### src/rtl/block_cnt_stats_pkg.sv
`default_nettype none
// ============================================================================
// block_cnt_stats_pkg : shared state encoding and parameter defaults
// Rev 1.0
// ============================================================================
package block_cnt_stats_pkg;

    localparam int c_FF_DLY  = 1;
    localparam int c_LEN_CNT = 4;
    localparam int c_LEN_WIN = 8;
    localparam int c_LEN_SUM = 16;

    typedef enum logic {
        ST_IDLE = 1'b0,
        ST_ACC  = 1'b1
    } state_t;

endpackage
`default_nettype wire

### src/rtl/block_cnt_stats_if.sv
`default_nettype none
// ============================================================================
// block_cnt_stats_if : sample input, window control and result handshake
// Rev 1.0
// ============================================================================
interface block_cnt_stats_if
    import block_cnt_stats_pkg::*;
#(
    parameter int LEN_CNT = c_LEN_CNT,
    parameter int LEN_WIN = c_LEN_WIN,
    parameter int LEN_SUM = c_LEN_SUM
) ();

    logic [LEN_CNT-1:0] block_cnt;
    logic               valid;
    logic [LEN_WIN-1:0] win_len;
    logic               clr;
    logic               stat_ready;
    logic [LEN_SUM-1:0] stat_sum;
    logic [LEN_CNT-1:0] stat_max;
    logic [LEN_CNT-1:0] stat_min;
    logic               stat_ovf;
    logic               stat_valid;
    logic               stat_drop;
    logic               busy;

    modport master (
        output block_cnt, valid, win_len, clr, stat_ready,
        input  stat_sum, stat_max, stat_min, stat_ovf, stat_valid, stat_drop, busy
    );

    modport slave (
        input  block_cnt, valid, win_len, clr, stat_ready,
        output stat_sum, stat_max, stat_min, stat_ovf, stat_valid, stat_drop, busy
    );

endinterface
`default_nettype wire

### src/rtl/block_cnt_stats_sat_adder.sv
`default_nettype none
// ============================================================================
// sat_adder : unsigned add that clamps to all-ones and flags the overflow
// Rev 1.0
// ============================================================================
module sat_adder
    import block_cnt_stats_pkg::*;
#(
    parameter int WIDTH = c_LEN_SUM
) (
    input  wire logic [WIDTH-1:0] a,
    input  wire logic [WIDTH-1:0] b,
    output logic      [WIDTH-1:0] sum,
    output logic                  ovf
);

    logic [WIDTH:0] w_full;

    assign w_full = {1'b0, a} + {1'b0, b};
    assign ovf    = w_full[WIDTH];
    assign sum    = w_full[WIDTH] ? {WIDTH{1'b1}} : w_full[WIDTH-1:0];

endmodule
`default_nettype wire

### src/rtl/block_cnt_stats.sv
`default_nettype none
// ============================================================================
// block_cnt_stats : per-window sum/max/min of block counts with held result
// Rev 1.0
// ============================================================================
module block_cnt_stats
    import block_cnt_stats_pkg::*;
#(
    parameter int FF_DLY  = c_FF_DLY,
    parameter int LEN_CNT = c_LEN_CNT,
    parameter int LEN_WIN = c_LEN_WIN,
    parameter int LEN_SUM = c_LEN_SUM
) (
    input  wire logic        clk,
    input  wire logic        rst_n,
    block_cnt_stats_if.slave bus
);

    localparam logic [LEN_WIN-1:0] c_WIN_ONE  = LEN_WIN'(1);
    localparam logic [LEN_WIN-1:0] c_WIN_ZERO = '0;

    // FF_DLY is carried for interface compatibility; registers update with zero delay.
    if (FF_DLY < 0 || LEN_SUM < LEN_CNT) begin : g_param_chk
        $error("block_cnt_stats: FF_DLY must be >= 0 and LEN_SUM >= LEN_CNT");
    end

    state_t             r_state;
    state_t             w_state_nxt;
    logic               w_first;
    logic               w_done;

    logic [LEN_WIN-1:0] r_len;
    logic [LEN_WIN-1:0] r_cnt;
    logic [LEN_WIN-1:0] w_cnt_inc;

    logic [LEN_SUM-1:0] r_acc_sum;
    logic [LEN_CNT-1:0] r_acc_max;
    logic [LEN_CNT-1:0] r_acc_min;
    logic               r_acc_ovf;

    logic [LEN_SUM-1:0] w_cnt_ext;
    logic [LEN_SUM-1:0] w_add_sum;
    logic               w_add_ovf;
    logic [LEN_SUM-1:0] w_win_sum;
    logic [LEN_CNT-1:0] w_win_max;
    logic [LEN_CNT-1:0] w_win_min;
    logic               w_win_ovf;

    logic [LEN_SUM-1:0] r_stat_sum;
    logic [LEN_CNT-1:0] r_stat_max;
    logic [LEN_CNT-1:0] r_stat_min;
    logic               r_stat_ovf;
    logic               r_stat_valid;
    logic               r_stat_drop;

    logic               w_accept;
    logic               w_load;
    logic               w_drop;

    assign w_cnt_inc = r_cnt + c_WIN_ONE;
    assign w_cnt_ext = LEN_SUM'(bus.block_cnt);

    sat_adder #(
        .WIDTH (LEN_SUM)
    ) u_sat_adder (
        .a   (r_acc_sum),
        .b   (w_cnt_ext),
        .sum (w_add_sum),
        .ovf (w_add_ovf)
    );

    always_ff @(posedge clk or negedge rst_n) begin
        if (!rst_n) begin
            r_state <= ST_IDLE;
        end else begin
            r_state <= w_state_nxt;
        end
    end

    // A window ends when the incremented count wraps onto the captured length,
    // so a captured length of 0 naturally means 2^LEN_WIN samples.
    always_comb begin
        w_state_nxt = r_state;
        w_first     = 1'b0;
        w_done      = 1'b0;
        if (bus.clr) begin
            w_state_nxt = ST_IDLE;
        end else if (bus.valid) begin
            case (r_state)
                ST_IDLE: begin
                    w_first = 1'b1;
                    if (bus.win_len == c_WIN_ONE) begin
                        w_done = 1'b1;
                    end else begin
                        w_state_nxt = ST_ACC;
                    end
                end
                ST_ACC: begin
                    if (w_cnt_inc == r_len) begin
                        w_done      = 1'b1;
                        w_state_nxt = ST_IDLE;
                    end
                end
                default: w_state_nxt = ST_IDLE;
            endcase
        end
    end

    always_comb begin
        w_win_sum = w_first ? w_cnt_ext : w_add_sum;
        w_win_ovf = w_first ? 1'b0 : (r_acc_ovf | w_add_ovf);
        w_win_max = (w_first || (bus.block_cnt > r_acc_max)) ? bus.block_cnt : r_acc_max;
        w_win_min = (w_first || (bus.block_cnt < r_acc_min)) ? bus.block_cnt : r_acc_min;
    end

    assign w_accept = r_stat_valid & bus.stat_ready;
    assign w_load   = w_done & (~r_stat_valid | bus.stat_ready);
    assign w_drop   = w_done & r_stat_valid & ~bus.stat_ready;

    always_ff @(posedge clk or negedge rst_n) begin
        if (!rst_n) begin
            r_len        <= c_WIN_ZERO;
            r_cnt        <= c_WIN_ZERO;
            r_acc_sum    <= '0;
            r_acc_max    <= '0;
            r_acc_min    <= '0;
            r_acc_ovf    <= 1'b0;
            r_stat_sum   <= '0;
            r_stat_max   <= '0;
            r_stat_min   <= '0;
            r_stat_ovf   <= 1'b0;
            r_stat_valid <= 1'b0;
            r_stat_drop  <= 1'b0;
        end else if (bus.clr) begin
            r_cnt        <= c_WIN_ZERO;
            r_stat_valid <= 1'b0;
            r_stat_drop  <= 1'b0;
        end else begin
            r_stat_drop <= w_drop;
            if (bus.valid) begin
                if (w_first) begin
                    r_len <= bus.win_len;
                end
                r_cnt     <= w_first ? c_WIN_ONE : w_cnt_inc;
                r_acc_sum <= w_win_sum;
                r_acc_max <= w_win_max;
                r_acc_min <= w_win_min;
                r_acc_ovf <= w_win_ovf;
            end
            if (w_load) begin
                r_stat_sum   <= w_win_sum;
                r_stat_max   <= w_win_max;
                r_stat_min   <= w_win_min;
                r_stat_ovf   <= w_win_ovf;
                r_stat_valid <= 1'b1;
            end else if (w_accept) begin
                r_stat_valid <= 1'b0;
            end
        end
    end

    assign bus.stat_sum   = r_stat_sum;
    assign bus.stat_max   = r_stat_max;
    assign bus.stat_min   = r_stat_min;
    assign bus.stat_ovf   = r_stat_ovf;
    assign bus.stat_valid = r_stat_valid;
    assign bus.stat_drop  = r_stat_drop;
    assign bus.busy       = (r_state == ST_ACC);

endmodule
`default_nettype wire
### src/flat_wrapper.sv
// flat-port wrapper written by rule: the top's interface ports become plain ports
module block_cnt_stats_flat import block_cnt_stats_pkg::*;
#(
    parameter int FF_DLY  = c_FF_DLY,
    parameter int LEN_CNT = c_LEN_CNT,
    parameter int LEN_WIN = c_LEN_WIN,
    parameter int LEN_SUM = c_LEN_SUM
)
  (clk, rst_n, bus_block_cnt, bus_valid, bus_win_len, bus_clr, bus_stat_ready, bus_stat_sum, bus_stat_max, bus_stat_min, bus_stat_ovf, bus_stat_valid, bus_stat_drop, bus_busy);
  block_cnt_stats_if #(.LEN_CNT(LEN_CNT), .LEN_WIN(LEN_WIN), .LEN_SUM(LEN_SUM)) bus_i ();
  input  wire logic clk;
  input  wire logic rst_n;
  input wire logic [$bits(bus_i.block_cnt)-1:0] bus_block_cnt;
  input wire logic [$bits(bus_i.valid)-1:0] bus_valid;
  input wire logic [$bits(bus_i.win_len)-1:0] bus_win_len;
  input wire logic [$bits(bus_i.clr)-1:0] bus_clr;
  input wire logic [$bits(bus_i.stat_ready)-1:0] bus_stat_ready;
  output wire logic [$bits(bus_i.stat_sum)-1:0] bus_stat_sum;
  output wire logic [$bits(bus_i.stat_max)-1:0] bus_stat_max;
  output wire logic [$bits(bus_i.stat_min)-1:0] bus_stat_min;
  output wire logic [$bits(bus_i.stat_ovf)-1:0] bus_stat_ovf;
  output wire logic [$bits(bus_i.stat_valid)-1:0] bus_stat_valid;
  output wire logic [$bits(bus_i.stat_drop)-1:0] bus_stat_drop;
  output wire logic [$bits(bus_i.busy)-1:0] bus_busy;
  assign bus_i.block_cnt = bus_block_cnt;
  assign bus_i.valid = bus_valid;
  assign bus_i.win_len = bus_win_len;
  assign bus_i.clr = bus_clr;
  assign bus_i.stat_ready = bus_stat_ready;
  assign bus_stat_sum = bus_i.stat_sum;
  assign bus_stat_max = bus_i.stat_max;
  assign bus_stat_min = bus_i.stat_min;
  assign bus_stat_ovf = bus_i.stat_ovf;
  assign bus_stat_valid = bus_i.stat_valid;
  assign bus_stat_drop = bus_i.stat_drop;
  assign bus_busy = bus_i.busy;
  block_cnt_stats #(.FF_DLY(FF_DLY), .LEN_CNT(LEN_CNT), .LEN_WIN(LEN_WIN), .LEN_SUM(LEN_SUM)) u_core (.clk(clk), .rst_n(rst_n), .bus(bus_i));
endmodule
### config.mk
export PLATFORM = sky130hd
export DESIGN_NAME = block_cnt_stats_flat
export DESIGN_NICKNAME = d
export VERILOG_FILES = /design/src/rtl/block_cnt_stats_pkg.sv /design/src/rtl/block_cnt_stats_if.sv /design/src/rtl/block_cnt_stats_sat_adder.sv /design/src/rtl/block_cnt_stats.sv /design/src/flat_wrapper.sv
export SDC_FILE = /design/constraint.sdc
export NUM_CORES = 1
export LEC_CHECK = 0
export CAP_MARGIN = 10
export CORE_ASPECT_RATIO = 1.75
export CORE_MARGIN = 2
export CORE_UTILIZATION = 30
export CTS_BUF_LIST = sky130_fd_sc_hd__clkbuf_2
export DETAILED_ROUTE_END_ITERATION = 10
export PLACE_DENSITY = 0.45
export SYNTH_ARGS = -nofsm -noshare
export SYNTH_HDL_FRONTEND = slang
export SYNTH_SLANG_ARGS = --single-unit
### constraint.sdc
create_clock -name clk -period 3.39 [get_ports clk]
set_input_delay 0.8475 -clock clk [delete_from_list [all_inputs] [get_ports clk]]
set_output_delay 0.8475 -clock clk [all_outputs]
set_load 0.02 [all_outputs]
# After elaboration in Yosys (flattened, before gate mapping)
# Cells that the tools add are included.
# W data, S select, Z words.
# op_classes
addsub	2
magnitude_cmp	2
eq_ne	2
n_mux	25
bitwise	10
n_reduce_logical	7
# op_table
cell	count
$mux W16	2
$mux W8	3
$add A16 B4 Y17	1
$mux W1	16
$add A8 B1 Y8 const B	1
$eq A8 B1 Y1 const B	1
$eq A8 B8 Y1	1
$mux W4	2
$and A1 B1 Y1	4
$gt A4 B4 Y1	1
$lt A4 B4 Y1	1
$not A1 Y1	4
$pmux W1 S2	2
$reduce_and A2 Y1	2
$reduce_and A3 Y1	1
$reduce_bool A3 Y1	1
$logic_or A1 B1 Y1	2
$or A1 B1 Y1	2
$reduce_bool A2 Y1	1
# totals
regBits	69
in_bits	17
elab_cells	61

# Longest topological paths before layout
# Gate-level depths: netlist of run 1.
# logic_depth
ltp_word	9
mapped_depth	12
ltp_nobuf	10

# Hierarchy
# A second synthesis of run 1 with hierarchy kept.
# hier_totals
hier_cells	490
area_unflattened_um2	4533.1
# by_module_without_submodules
mod	instances	cells_each	area_each_um2	seq_area_each_um2
block_cnt_stats	1	368	3636.0	1726.7
sat_adder	1	122	897.1	0.0

# Worst setup path after synthesis of run 1
# No wires, ideal clock.
# synth_timing
kind	in2reg
startpoint	input bus_block_cnt[0]
endpoint	register u_core.r_acc_sum[9]
arrival_ns	3.115
setup_slack_ns	0.198
stages	12
n_path_buf	2
cell_sequence	ha_1 > inv_1 > fa_1 > nand2b_1 > a211oi_1 > and3_1 > clkbuf_1 > nand2_1 > clkbuf_1 > a21oi_1 > nor2_1 > a21oi_1
# synth_between
elab_chain_len	3
# synth_rtl
item	line_no	rtl
start: declaration	flat_wrapper.sv:13	input wire logic [$bits(bus_i.block_cnt)-1:0] bus_block_cnt;
$add A16 B4 Y17	block_cnt_stats_sat_adder.sv:19	assign w_full = {1'b0, a} + {1'b0, b};
$mux W16	block_cnt_stats_sat_adder.sv:21	assign sum = w_full[WIDTH] ? {WIDTH{1'b1}} : w_full[WIDTH-1:0];
$mux W16	block_cnt_stats.sv:110	w_win_sum = w_first ? w_cnt_ext : w_add_sum;
end signal: assignment	block_cnt_stats.sv:145	r_acc_sum <= w_win_sum;
end: declaration	block_cnt_stats.sv:36	logic [LEN_SUM-1:0] r_acc_sum;
# No other way between the ends.
# A chain may end at the register's enable or synchronous reset.

# Worst setup path after layout of run 1
# layout_timing
startpoint	input bus_block_cnt[0]
endpoint	register u_core.r_acc_sum[8]
# The elaborated chain is that of the path after synthesis.

==> results.tsv, run 1 <==
metric	value	unit
run_status	finished, final reports clean	
dieHeight	154	um
synthAdderAreaFrac	0.0438	
port_buffers	44	
setup_tns	0	ps
max_freq	331	MHz
synth-xor-area-share	0.0338	
fin_area	0.00480	mm^2
regToRegEndpoint	u_core.bus.stat_sum[15]	
initial_utilization	0.303	
die_area	0.0139	mm^2
syn_to_final_growth	23.7	%
drt_wl_total	10500	um
dpl.cell_count	647	
p_leak	2.16	nW
top_usage_layer	met2	
wl_per_cell	15.8	um
worstHoldPathType	in -> async	
synth_top_family_by_area	simple AND/OR/NAND/NOR gates	
critPathKind	in -> reg	
pin_count	45	
final_cell_mix	dfrtp_1 (69), nand2_1 (54), clkdlybuf4s50_1 (43)	
grt_overflow_total	0	
ys_types	51	
cts_buffers	9	
worstPathMaxFanout	7	
required	3840	ps
grt_pass1_vias	3376	
fin_crit_sh	0.891	
hold_viol	0	
drc	0	
synth-simple-area-share	0.188	
root_buffer	clkbuf_2	
yosys.area.top_type	dfrtp_1	
fin_crit	3020	ps
die_w	90.0	um
placed_area	0.00466	mm^2
synth_edf_count	0	
syn_area_per_cell	9.16	um^2
arrival	3470	ps
worstSetupStartpointType	primary input	
use_met1	0.183	
grt_pass1_wl	17400	um
final_cells	664	
htree_levels	3	
fin_worst_skew	29.3	ps
grt_usage	0.157	
cts_sinks	69	
synth_top_area_share	0.445	
grt_max_degree	70	
r2r-start	u_core.r_cnt[0]	
clk_pin_slew	220	ps
synth_area_leaders	dfrtp_1 (44%), nand2_1 (5.2%), a21oi_1 (4.8%)	
insertion_delay	530	ps
synth_ff_type	dfrtp_1	
ys_ff_latch	69	
use_met3	0.0312	
yosys_warnings	0	
first_pass_iters	4	
syn-num-nets	454	
synthArstFlopShare	1.00	
cts_buffer_depth	2	
fillers	1355	
vias	3243	
cp-end-kind	register	
place.gp.congestion	0.822	
rrSetupSlack	520	ps
hold-worst-slack	296	ps
core	0.0128	mm^2
maxCapViolations	0	
ir_drop	0.156	mV
drt_first_iter_violations	125	
layout_commonest_cell	dfrtp_1	
post_cts_resized	0	
drv_slew	0	
synth_mux_area_frac	0.0735	
rsz0062_at_grt	false	
rr_worst_depth	9	
power_density	424	mW/mm^2
synth_compound_area_frac	0.172	
nNetsFinal	517	
postCtsHoldBufs	0	
cts_tree	done	
post_cts_buffers	0	
ant_nets	0	
antenna_found_initial	1	
syn_area	0.00388	mm^2
use_met2	0.289	
rows	55	
via_per_inst	4.88	
dp_hpwl	7330	um
finalSetupViolations	0	
synth_seq_area_share	0.445	
timing.slew.headroom	0.698	
syn_inst	424	
tightest_slew	453	ps
drive_gt1_frac	0.134	
==> worst max-delay path: stages <==
cell	delay, ps
clkdlybuf4s50_1	510
ha_1	190
inv_1	50
fa_1	390
nand2b_1	190
a211oi_1	320
buf_4	210
and4_1	340
buf_4	190
o21ai_1	70
a21oi_1	170
==> state kept, by name, indices dropped and copies added (netlist names), 4 cells and up <==
register,count
u_core.r_acc_max,4
u_core.r_len,8
u_core.r_acc_sum,16
u_core.bus.stat_min,4
u_core.bus.stat_max,4
u_core.r_acc_min,4
u_core.r_cnt,8
u_core.bus.stat_sum,16
==> per-stage QoR <==
step	power, mW	setup slack [ps]	utilization
after CTS	2.07	369	0.375
after global placement	1.49	-145	0.364
final	2.04	371	0.375
after global routing	2.17	216	0.375
after floorplan	1.30	198	-
after detailed placement	1.50	-216	0.364
==> where the power goes <==
group	internal (mW)	switching, mW
Combinational	0.249	0.267
Sequential	0.902	0.0589
Clock	0.238	0.322
Total	1.39	0.648
==> metal layers <==
metal	part of all wire	wire, um	vias up
met1	0.42	4430	1562
met2	0.53	5540	62
met5	0	0	-
li1	-	-	1608
met4	0.015	161	0
met3	0.033	348	11
==> cell families (layout without fill, tap and decap cells) <==
logic type,after synthesis,count (layout)
muxes,22,22
AOI/OAI and AO/OA,116,116
adders and majority gates,13,13
buffers and inverters,39,107
DFF,69,69
other,0,1
and+or+nand+nor,150,150
xor gates and xnor gates,15,15
==> synthesized netlist by cell type, drive strengths merged, types with 3 or more instances <==
| master | n |
|---|---|
| nand4 | 6 |
| a21oi | 37 |
| nor2b | 6 |
| clkbuf | 16 |
| a31oi | 4 |
| nand2b | 7 |
| xnor2 | 11 |
| nor2 | 35 |
| and3 | 4 |
| inv | 16 |
| a21o | 6 |
| nor3b | 3 |
| mux2i | 3 |
| o21ai | 47 |
| nor3 | 4 |
| xor2 | 4 |
| buf | 6 |
| nand2 | 54 |
| dfrtp | 69 |
| and2 | 3 |
| a211oi | 3 |
| mux2 | 19 |
| ha | 12 |
| nand3 | 18 |
| and4 | 3 |
| a22o | 7 |
==> final cells by class <==
class	count	area (um^2)	share of cell area
Timing Repair Buffer	74	673	0.140
Sequential cell	69	1730	0.360
Multi-Input combinational cell	316	1990	0.414
Antenna cell	1	2.50	0.000521
Inverter	17	63.8	0.0133
Clock buffer	9	45.0	0.00938
Clock inverter	7	90.1	0.0188
Tap cell	171	214	0.0446
==> worst max-delay path by stage <==
stage,startpoint,endpoint,depth (start not counted)
after global routing,bus_block_cnt[0],u_core.r_acc_sum[10],11
after floorplan,bus_block_cnt[0],u_core.r_acc_sum[9],12
final,bus_block_cnt[0],u_core.r_acc_sum[8],11
after global placement,bus_block_cnt[0],u_core.r_acc_sum[5],11
after detailed placement,bus_block_cnt[0],u_core.r_acc_sum[5],11
after CTS,bus_block_cnt[0],u_core.r_acc_sum[5],11
No activity file was read; power rests on OpenSTA's default activity.
==> run 2: changes to the inputs <==
CTS_CLUSTER_SIZE = 12   (was not set)
SETUP_SLACK_MARGIN = 0.5   (was not set)
==> run 2 against run 1 <==
First-iteration DRC count is 30% lower. Worst hold slack got worse by 15 ps. Utilization decreased by 0.14 points. Combinational power up 3%. Total power down 7.2%. Sequential share of layout area up 0.16 points.
==> results.tsv, run 2 (synthesis results as in run 1) <==
metric	value	unit	change
run_status	finished, final reports clean		
power_density	395	mW/mm^2	-6.8%
port_buffers	44		unchanged
grt_pass1_wl	16800	um	-3.0%
drive_gt1_frac	0.150		+0.0163
via_per_inst	4.89		about the same
worstPathMaxFanout	4		-3
grt_pass1_vias	3324		-1.5%
dieHeight	154	um	unchanged
swShare	0.336		+0.0172
cts_sinks	69		unchanged
postCtsHoldBufs	0		unchanged
root_buffer	clkbuf_2		
wl_per_cell	15.3	um	-3.2%
core	0.0128	mm^2	unchanged
cp-end-kind	register		
drc	0		unchanged
timing.slew.headroom	0.688		-0.00990
power.total	1.89	mW	-7.2%
critPathMaxStageDelay	520	ps	about the same
pin_count	45		unchanged
pre_cts_ws	-10.6	ps	+205 ps
ant_nets	0		unchanged
intPower	1.26	mW	-9.5%
clk_pin_slew	190	ps	-30 ps
fillers	1363		+0.59%
first_pass_iters	4		unchanged
cp.depth	12		+1
cts_buffers	9		unchanged
r2r-start	u_core.r_cnt[0]		
fin_worst_skew	24.7	ps	-4.66 ps
rrSetupSlack	650	ps	+130 ps
drt_wl_total	10100	um	-3.2%
regToRegEndpoint	u_core.bus.stat_sum[3]		
grt_max_degree	70		unchanged
tightest_slew	466	ps	+13.1 ps
seq_area	0.00173	mm^2	about the same
finalSetupViolations	0		unchanged
fin_crit	2780	ps	-241 ps
critPathKind	in -> reg		
p_switching	634	uW	-2.2%
comb_power_share	0.283		+0.029
vias	3245		+0.062%
nNetsFinal	518		+0.19%
hold_viol	0		unchanged
grt_usage	0.153		-0.00401
drt_first_iter_violations	88		-30%
final_cell_mix	dfrtp_1 (68), nand2_1 (54), clkdlybuf4s50_1 (43)		
dpl.cell_count	646		-0.15%
initial_utilization	0.303		unchanged
die_area	0.0139	mm^2	unchanged
crit_family	buffers and inverters		
multiInputGateArea	0.00202	mm^2	+1.6%
worstSetupStartpointType	primary input		
dp_hpwl	7140	um	-2.6%
cp_cell_sequence	clkdlybuf4s50_1 -> ha_2 -> inv_1 -> fa_1 -> nand2b_4 -> a211oi_4 -> and3_4 -> buf_4 -> and3_1 -> o21ai_0 -> nor2_1 -> mux2_4		
p_leak	2.16	nW	-0.26%
cp_num_buf_inv	3		-1
layout_commonest_cell	dfrtp_1		
setup_tns	0	ps	unchanged
crit_end	u_core.bus.stat_sum[14]		
rsz0062_at_grt	true		
ir_drop	0.138	mV	-12%
cts_tree	done		
rr_worst_depth	8		-1
required	3870	ps	+30 ps
htree_levels	3		unchanged
die_w	90.0	um	unchanged
drv_slew	0		unchanged
p_seq_frac	0.506		+0.035
cts_buffer_depth	2		unchanged
insertion_delay	530	ps	about the same
max_freq	360	MHz	+8.7%
final_cells	664		unchanged
maxCapViolations	0		unchanged
worst_slack	612	ps	+241 ps
cpMaxStageDelayCell	clkdlybuf4s50_1		
arrival	3260	ps	-210 ps
worstHoldPathType	in -> async		
critical_path.startpoint	bus_block_cnt[0]		
p_clk_frac	0.211		-0.064
antenna_found_initial	1		unchanged
place.gp.congestion	0.778		-5.3%
fin_crit_sh	0.820		-0.0711
syn_to_final_growth	23.2	%	
rows	55		unchanged
grt_overflow_total	0		unchanged
==> run 2: cell types whose count changed in the layout (fill, tap and decap cells not counted), sizes merged <==
cell / change
clkbuf: +3
clkinvlp: -3
bufinv: -2
buf: +1
clkinv: +1
==> run 2: per-layer routing <==
metal,part of all wire,track usage
met2,0.53,0.284
met5,0,0
met1,0.42,0.175
met3,0.035,0.0307
met4,0.014,0.0535
==> run 2: area by class of cell <==
type,count,share of cell area
Timing Repair Buffer,75,0.143
Antenna cell,1,0.000523
Sequential cell,69,0.361
Tap cell,171,0.0447
Clock buffer,12,0.0126
Multi-Input combinational cell,316,0.422
Inverter,17,0.0133
Clock inverter,3,0.00288
==> run 2: worst min-delay path by stage <==
stage	startpoint	endpoint	slack, ps	cells after the start
6_report	rst_n	u_core.bus.stat_max[3]	280	2
2_1_floorplan	u_core.r_acc_sum[0]	u_core.r_acc_sum[0]	450	1
3_3_place_gp	u_core.r_acc_sum[0]	u_core.r_acc_sum[0]	470	1
3_5_place_dp	u_core.r_acc_sum[0]	u_core.r_acc_sum[0]	470	1
5_1_grt	rst_n	u_core.bus.stat_max[3]	280	2
4_1_cts	rst_n	u_core.r_len[1]	260	2
==> run 2: metrics by stage <==
stage          cell area [um^2]  hold slack, ps   util
5_1_grt                    4780             275  0.374
2_1_floorplan              3910             454      -
3_5_place_dp               4680             471  0.365
4_1_cts                    4750             263  0.371
3_3_place_gp               4680             468  0.365
6_report                   4780             281  0.374
==> run 2: timing repair <==
action	4_1_cts	5_1_grt
buffers inserted	0	2
resized for setup	0	6
endpoints found under the setup margin	0	28
==> run 2: power groups by stage <==
| stage | combinational (mW) | sequential, mW | clock, mW |
|---|---|---|---|
| floorplan | 0.318 | 0.992 | 0 |
| global placement | 0.536 | 0.974 | 0 |
| detailed placement | 0.541 | 0.975 | 0 |
| CTS | 0.543 | 0.959 | 0.423 |
| global route | 0.601 | 0.971 | 0.447 |
| finish | 0.535 | 0.957 | 0.399 |
